--- config.mk ---
export PLATFORM = sky130hd
export DESIGN_NAME = stage_sequencer
export DESIGN_NICKNAME = d
export VERILOG_FILES = /design/src/rtl/stage_seq_pkg.sv /design/src/rtl/sat_counter.sv /design/src/rtl/stage_sequencer.sv
export SDC_FILE = /design/constraint.sdc
export NUM_CORES = 1
export LEC_CHECK = 0
export CAP_MARGIN = 20
export CORE_UTILIZATION = 36
export CTS_CLUSTER_SIZE = 14
export DETAILED_ROUTE_END_ITERATION = 12
export PLACE_DENSITY_LB_ADDON = 0.05
export RECOVER_POWER = 25
export SLEW_MARGIN = 10
export SYNTH_ARGS = -nofsm -noshare
export SYNTH_HDL_FRONTEND = slang
export SYNTH_SLANG_ARGS = --single-unit
--- constraint.sdc ---
create_clock -name Clock -period 3.3 [get_ports Clock]
set_input_delay 0.99 -clock Clock [delete_from_list [all_inputs] [get_ports Clock]]
set_output_delay 0.99 -clock Clock [all_outputs]
set_load 0.02 [all_outputs]
--- src/rtl/stage_seq_pkg.sv ---
// Shared types, constants and helpers for the stage sequencer.
package stage_seq_pkg;

   localparam int unsigned DEFAULT_NUM_STAGES = 5;
   localparam int unsigned STAGE_FIRST        = 1;
   localparam int unsigned MAX_STAGES         = 1024;

   typedef enum logic [1:0] {
      ACT_ADVANCE,
      ACT_RETIRE,
      ACT_HOLD,
      ACT_RESTART
   } seq_action_e;

   function automatic bit stage_cfg_legal(input int unsigned num_stages,
                                          input int unsigned cw);
      return (num_stages >= 2) && (cw >= 1) && (cw < 32) &&
             (num_stages <= MAX_STAGES) &&
             (num_stages <= ((32'd1 << cw) - 32'd1));
   endfunction

   // Out-of-range counts decode to stage 1 so the vector stays one-hot.
   function automatic logic [MAX_STAGES-1:0] stage_onehot(input int unsigned count,
                                                          input int unsigned num_stages);
      logic [MAX_STAGES-1:0] oh;
      oh = {{(MAX_STAGES-1){1'b0}}, 1'b1};
      if (count >= STAGE_FIRST && count <= num_stages) begin
         oh = oh << (count - STAGE_FIRST);
      end
      return oh;
   endfunction

endpackage

--- src/rtl/sat_counter.sv ---
// Saturating up-counter with asynchronous active-low reset.
module sat_counter #(
   parameter int unsigned WIDTH = 16
) (
   input  logic             clk_i,
   input  logic             rst_ni,
   input  logic             inc_i,
   output logic [WIDTH-1:0] count_o
);

   logic [WIDTH-1:0] count_q, count_d;

   always_comb begin
      count_d = count_q;
      if (inc_i && (count_q != '1)) begin
         count_d = count_q + 1'b1;
      end
   end

   always_ff @(posedge clk_i or negedge rst_ni) begin
      if (!rst_ni) begin
         count_q <= '0;
      end else begin
         count_q <= count_d;
      end
   end

   assign count_o = count_q;

endmodule

--- src/rtl/stage_sequencer.sv ---
// Multi-cycle instruction stage sequencer with stall, early end and flush.
// Optional performance counters are built when STAGE_SEQ_PERF_EN is defined.
module stage_sequencer
   import stage_seq_pkg::*;
#(
   parameter int unsigned NUM_STAGES = DEFAULT_NUM_STAGES,
   parameter int unsigned CW         = 3,
   parameter int unsigned PERF_W     = 16
) (
   input  logic                  Clock,
   input  logic                  ResetN,
   input  logic                  Stall,
   input  logic                  EndEarly,
   input  logic                  Flush,
   output logic [CW-1:0]         ClockCount,
   output logic [NUM_STAGES-1:0] StageOneHot,
   output logic                  LastStage,
   output logic                  InstrDone,
   output logic [PERF_W-1:0]     RetiredCount,
   output logic [PERF_W-1:0]     StallCount
);

   localparam logic [CW-1:0] FIRST = CW'(STAGE_FIRST);
   localparam logic [CW-1:0] LAST  = CW'(NUM_STAGES);

   generate
      if (!stage_cfg_legal(NUM_STAGES, CW)) begin : g_bad_cfg
         $error("stage_sequencer: NUM_STAGES must be in 2..2^CW-1");
      end
   endgenerate

   logic [CW-1:0] count_q, count_d;
   logic          done_q, done_d;
   logic          count_legal;
   seq_action_e   action;

   assign count_legal = (count_q >= FIRST) && (count_q <= LAST);

   always_comb begin
      LastStage = (count_q == LAST) || EndEarly;
      if (Flush || !count_legal) begin
         action = ACT_RESTART;
      end else if (Stall) begin
         action = ACT_HOLD;
      end else if (LastStage) begin
         action = ACT_RETIRE;
      end else begin
         action = ACT_ADVANCE;
      end
   end

   always_comb begin
      count_d = count_q;
      done_d  = 1'b0;
      case (action)
         ACT_RESTART: count_d = FIRST;
         ACT_HOLD:    count_d = count_q;
         ACT_RETIRE: begin
            count_d = FIRST;
            done_d  = 1'b1;
         end
         ACT_ADVANCE: count_d = count_q + 1'b1;
         default:     count_d = FIRST;
      endcase
   end

   always_ff @(posedge Clock or negedge ResetN) begin
      if (!ResetN) begin
         count_q <= FIRST;
         done_q  <= 1'b0;
      end else begin
         count_q <= count_d;
         done_q  <= done_d;
      end
   end

   assign ClockCount  = count_q;
   assign InstrDone   = done_q;
   assign StageOneHot = NUM_STAGES'(stage_onehot(32'(count_q), NUM_STAGES));

`ifdef STAGE_SEQ_PERF_EN
   logic retire_inc, stall_inc;

   assign retire_inc = (action == ACT_RETIRE);
   assign stall_inc  = Stall && !Flush;

   sat_counter #(.WIDTH(PERF_W)) u_retired (
      .clk_i   (Clock),
      .rst_ni  (ResetN),
      .inc_i   (retire_inc),
      .count_o (RetiredCount)
   );

   sat_counter #(.WIDTH(PERF_W)) u_stalled (
      .clk_i   (Clock),
      .rst_ni  (ResetN),
      .inc_i   (stall_inc),
      .count_o (StallCount)
   );
`else
   assign RetiredCount = '0;
   assign StallCount   = '0;
`endif

endmodule

Word-level counts from Yosys, hierarchy flattened
Cells that the tools add are included.
{"block": "word_totals", "ff_bits": 4, "inputBits": 5, "out_inout_bits": 42}
{"block": "classes", "muxes": 6, "eq_ne": 4, "n_reduce_logical": 7, "order_cmp": 4, "n_addsub": 2, "shifts": 1}
{"operator": "<< shifter 1 x 32 -> 5 bit, first input constant", "count": 1}
{"operator": "greater-or-equal comparator 3 x 1 -> 1 bit, second input constant", "count": 2}
{"operator": "<= comparator 3 bit, second input constant", "count": 2}
{"operator": "case mux 3 bit (2 select lines)", "count": 1}
{"operator": "2-to-1 mux 5 bit", "count": 1}
{"operator": "== test 2 bit, second input constant", "count": 2}
{"operator": "2-to-1 mux 2 bit", "count": 2}
{"operator": "subtractor 3 x 1 -> 4 bit, second input constant", "count": 1}
{"operator": "adder 3 x 1 -> 3 bit, second input constant", "count": 1}
{"operator": "== test 3 bit, second input constant", "count": 1}
{"operator": "== test 2 x 1 -> 1 bit, second input constant", "count": 1}
{"operator": "logical AND 1 bit", "count": 2}
{"operator": "logical NOT 2 bit", "count": 1}
{"operator": "logical OR 1 bit", "count": 2}
{"operator": "2-to-1 mux 1 bit", "count": 2}
{"operator": "OR reduction 2 bit", "count": 1}
{"operator": "logical NOT 1 bit", "count": 1}

Logic depth before layout (Yosys ltp)
{"block": "logic_depth", "word_depth": 8, "mapped_depth": 6, "ltp_nobuf": 6}

Worst setup path before layout
Ideal clock, no wire load.
{"block": "synth_timing", "path_type": "flip-flop to output port", "from": "reg count_q[0], in the netlist ClockCount[0]", "to": "out StageOneHot[4]", "required_time_ns": 2.310, "path_slack_ns": 0.322, "arrival_ns": 1.988, "stages_incl_launch_ff": 7, "cell_sequence": "dfstp_2 inv_1 ha_1 ha_1 a21boi_0 o21ai_0 nor3b_1"}
{"block": "synth_via", "elab_chain_len": 3, "word_cells_on_any_way": 6}
{"element": "start: declaration", "line_no": "stage_sequencer.sv:32", "text": "logic [CW-1:0] count_q, count_d;"}
{"element": "start signal: assignment", "line_no": "stage_sequencer.sv:72", "text": "count_q <= count_d;"}
{"element": "subtractor 3 x 1 -> 4 bit, or another cell as far along", "line_no": "stage_seq_pkg.sv:28", "text": "oh = oh << (count - STAGE_FIRST);"}
{"element": "<< shifter 1 x 32 -> 5 bit / logical AND 1 bit (equally long branches)", "line_no": "stage_seq_pkg.sv:28, stage_seq_pkg.sv:27"}
{"element": "2-to-1 mux 5 bit (*)", "line_no": "stage_seq_pkg.sv:27", "text": "if (count >= STAGE_FIRST && count <= num_stages) begin"}
{"element": "end: declaration", "line_no": "stage_sequencer.sv:16", "text": "output logic [NUM_STAGES-1:0] StageOneHot,"}
Mark *: on every way between the ends. The rest lies on a longest branch, timed or not.

Final worst setup path
{"block": "layout_timing", "from": "in EndEarly", "to": "out LastStage"}
{"block": "layout_via", "elab_chain_len": 1}
{"element": "start: declaration", "line_no": "stage_sequencer.sv:13", "text": "input logic EndEarly,"}
{"element": "logical OR 1 bit", "line_no": "stage_sequencer.sv:40", "text": "LastStage = (count_q == LAST) || EndEarly;"}
{"element": "end: declaration", "line_no": "stage_sequencer.sv:17", "text": "output logic LastStage,"}
No other way between the ends.

==> impl_metrics.py <==
metrics = {
    "run_status": {
        "run_status": "finished, violations left",
        "violations": "design-rule violations",
    },
    "cells_and_area": {
        "antennaDiodeCount": 0,
        "syn_to_final_growth_pct": 13.6,
        "final_cells": 115,
        "finish.utilization": 0.457,
        "nets": 109,
        "drive_above_1_share": 0.162,
    },
    "cts": {
        "insertion_delay_ns": 0.24,
        "clock_sinks": 4,
        "htree_levels": 1,
        "clock_path_buffers": 2,
        "postCtsHoldBufs": 0,
        "cts_tree": "done",
        "numCtsBuffers": 3,
        "root_buffer": "clkbuf_4",
        "postCtsSetupBuffers": 0,
        "clk_pin_slew_ns": 0.04,
    },
    "power": {
        "vdd.ir_drop.worst_v": 0.000202,
        "swShare": 0.416,
        "p_switching_uw": 93.0,
        "p_int_uw": 130,
        "power_frac_comb": 0.456,
        "p_per_area_mw_per_mm2": 314,
        "p_total_uw": 223,
        "p_seq_frac": 0.244,
        "pwr-share-clk": 0.300,
        "p_leak_nw": 0.371,
    },
    "placed_design": {
        "hpwl_microns": 932,
        "pre_cts_ws_ns": 0.0538,
        "routabilityCongestion": 0.710,
        "portBuffers": 14,
        "placed_cells": 111,
    },
    "floorplan": {
        "die_area_sq_mm": 0.00191,
        "fp.dieH_microns": 43.7,
        "die_w_microns": 43.7,
        "ioPinCount": 47,
        "rows": 14,
        "coreArea_sq_mm": 0.00156,
        "start_util": 0.402,
    },
    "logic_synthesis": {
        "ys_seq_elements": 4,
        "ys_seq_area_frac": 0.162,
        "synth_area_per_cell_sq_um": 8.14,
        "syn_area_sq_um": 627,
        "synthCells": 77,
        "yosys_warnings": 0,
        "synth_cell_types": 26,
    },
    "global_routing": {
        "grt_util_met2": 0.230,
        "grt.total_usage": 0.127,
        "grt_pass1_vias": 423,
        "grt_use_met3": 0.0375,
        "busiest_layer": "met2",
        "antenna_found_initial": 0,
        "grt_pass1_wl_mm": 1.81,
        "grt_start_max_net_pins": 8,
        "grt_use_met1": 0.150,
        "grt_overflow": 0,
    },
    "setup_path": {
        "critPathLaunchType": "input pin",
        "cp_max_fo": 3,
        "worstReg2RegEnd": "ClockCount[0]$_DFFE_PN1P_",
        "worstReg2RegStart": "ClockCount[0]$_DFFE_PN1P_",
        "crit_type": "in -> out",
        "cp.required_ns": 2.31,
        "cp.arrival_ns": 2.21,
        "startpoint": "EndEarly",
        "regToRegSetupSlack_ns": 1.52,
        "cp-end-kind": "output pin",
        "rr_worst_depth": 5,
    },
    "timing": {
        "hold_viol": 0,
        "fin_tns_setup_ns": 0,
        "skew_ns": 0.00948,
        "fin_ws_ns": 0.105,
        "finalSetupViolCount": 0,
        "fin_crit_ns": 3.20,
        "fin_crit_sh": 0.968,
        "slew_viol_final": 0,
        "rsz0062_at_grt": "yes",
        "timing.fmax_ghz": 0.313,
    },
    "drt": {
        "first_pass_iters": 10,
        "drt_iter0_drc": 7,
        "num_vias": 489,
        "vias_per_cell": 4.25,
        "drc": 1,
        "avgRoutedWirePerCell_microns": 9.71,
        "drt-total-wl_mm": 1.12,
        "ant_nets": 0,
    },
    "hold_path": {
        "holdPathEnd": "ClockCount[1]$_DFFE_PN0P_",
        "hold_depth": 3,
        "worstHoldStart": "ClockCount[1]$_DFFE_PN0P_",
        "hp-class": "reg -> reg",
    },
    "job": {
        "cap_viol_max_count": 0,
    },
}
through the flow:
| step | instance area [sq um] | hold WS [ns] |
|---|---|---|
| after floorplan | 743 | 0.635 |
| after global placement | 703 | 0.681 |
| after detailed placement | 703 | 0.689 |
| after CTS | 723 | 0.695 |
| after global routing | 712 | 0.717 |
| final | 712 | 0.690 |
power by group through the flow:
stage / Combinational (mW) / Clock [mW] / Sequential [mW]
after floorplan: 0.0960 / 0 / 0.0585
after global placement: 0.106 / 0 / 0.0551
after detailed placement: 0.106 / 0 / 0.0552
after CTS: 0.102 / 0.0699 / 0.0545
after global routing: 0.112 / 0.0722 / 0.0547
final: 0.102 / 0.0670 / 0.0544
timing repair:
| action | CTS | global route |
|---|---|---|
| gates resized for setup | 5 | 8 |
| pin swaps | 0 | 1 |
| endpoints found under the setup margin | 5 | 4 |
placed cells by master (no fill, tap or decap), types with 2 or more instances in the layout:
| cell type | n |
|---|---|
| a21oi_1 | 4 |
| clkbuf_2 | 3 |
| conb_1 | 32 |
| nor2b_1 | 2 |
| nand2_1 | 2 |
| nor3b_1 | 2 |
| inv_1 | 5 |
| and3b_1 | 2 |
| dlygate4sd2_1 | 2 |
| nor2_1 | 2 |
| dfrtp_1 | 3 |
| o21ai_0 | 3 |
| nand3b_1 | 2 |
| ha_1 | 4 |
| buf_4 | 6 |
| clkbuf_4 | 3 |
| clkdlybuf4s50_1 | 8 |
per-layer routing:
layer  share of wire  up-vias  wire length, microns
met5               0        -                     0
met4               0        0                     0
met3           0.066        0                    74
met2            0.50       27                   556
met1            0.44      226                   486
li1                -      236                     -
critical path, cell delays in order:
cell             delay, ns
clkdlybuf4s50_1       0.50
a21oi_1               0.06
inv_1                 0.06
clkdlybuf4s50_1       0.59
synth_stat cells:
library cell | instances | share of area
buf_4 | 32 | 0.38
inv_1 | 5 | 0.030
a21oi_1 | 4 | 0.032
ha_1 | 4 | 0.080
dfrtp_1 | 3 | 0.12
o21ai_0 | 3 | 0.024
and3b_1 | 2 | 0.028
nand2_1 | 2 | 0.012
nand3b_1 | 2 | 0.024
nor2_1 | 2 | 0.012
nor2b_1 | 2 | 0.020
nor3b_1 | 2 | 0.024
a2111oi_2 | 1 | 0.024
a211oi_1 | 1 | 0.012
a21boi_0 | 1 | 0.012
a21o_1 | 1 | 0.012
a221o_1 | 1 | 0.016
and3_1 | 1 | 0.010
buf_2 | 1 | 0.0080
conb_1 | 1 | 0.0060
dfstp_2 | 1 | 0.042
nand2b_2 | 1 | 0.014
nor3_2 | 1 | 0.016
o221ai_1 | 1 | 0.014
or2_1 | 1 | 0.010
or4b_1 | 1 | 0.016
registers in the layout (all words and copies together) (netlist names):
| register | cells |
|---|---|
| InstrDone | 1 |
| ClockCount | 3 |
cells by family after synthesis:
kind of cell	Yosys count	synth area share
buf+inv	38	0.421
simple gates	17	0.186
compound gates	13	0.146
fa+ha+maj	4	0.0798
flops	4	0.162
other cells	1	0.00598
how the worst max path moves through the flow:
stage,endpoint,slack (ns),cells after the start
6_report,LastStage,0.10,4
5_1_grt,StageOneHot[1],-0.03,6
4_1_cts,StageOneHot[3],0.08,6
3_5_place_dp,StageOneHot[3],0.05,6
3_3_place_gp,StageOneHot[4],0.07,7
2_1_floorplan,StageOneHot[4],0.32,6
layout make-up:
type	count	area (sq um)
Clock buffer	4	26.3
Fill cell	170	847
Inverter	5	18.8
Multi-Input combinational cell	66	378
Sequential cell	4	101
Tap cell	16	20.0
Timing Repair Buffer	20	168
Note: power is estimated with default switching activity, not from simulation.
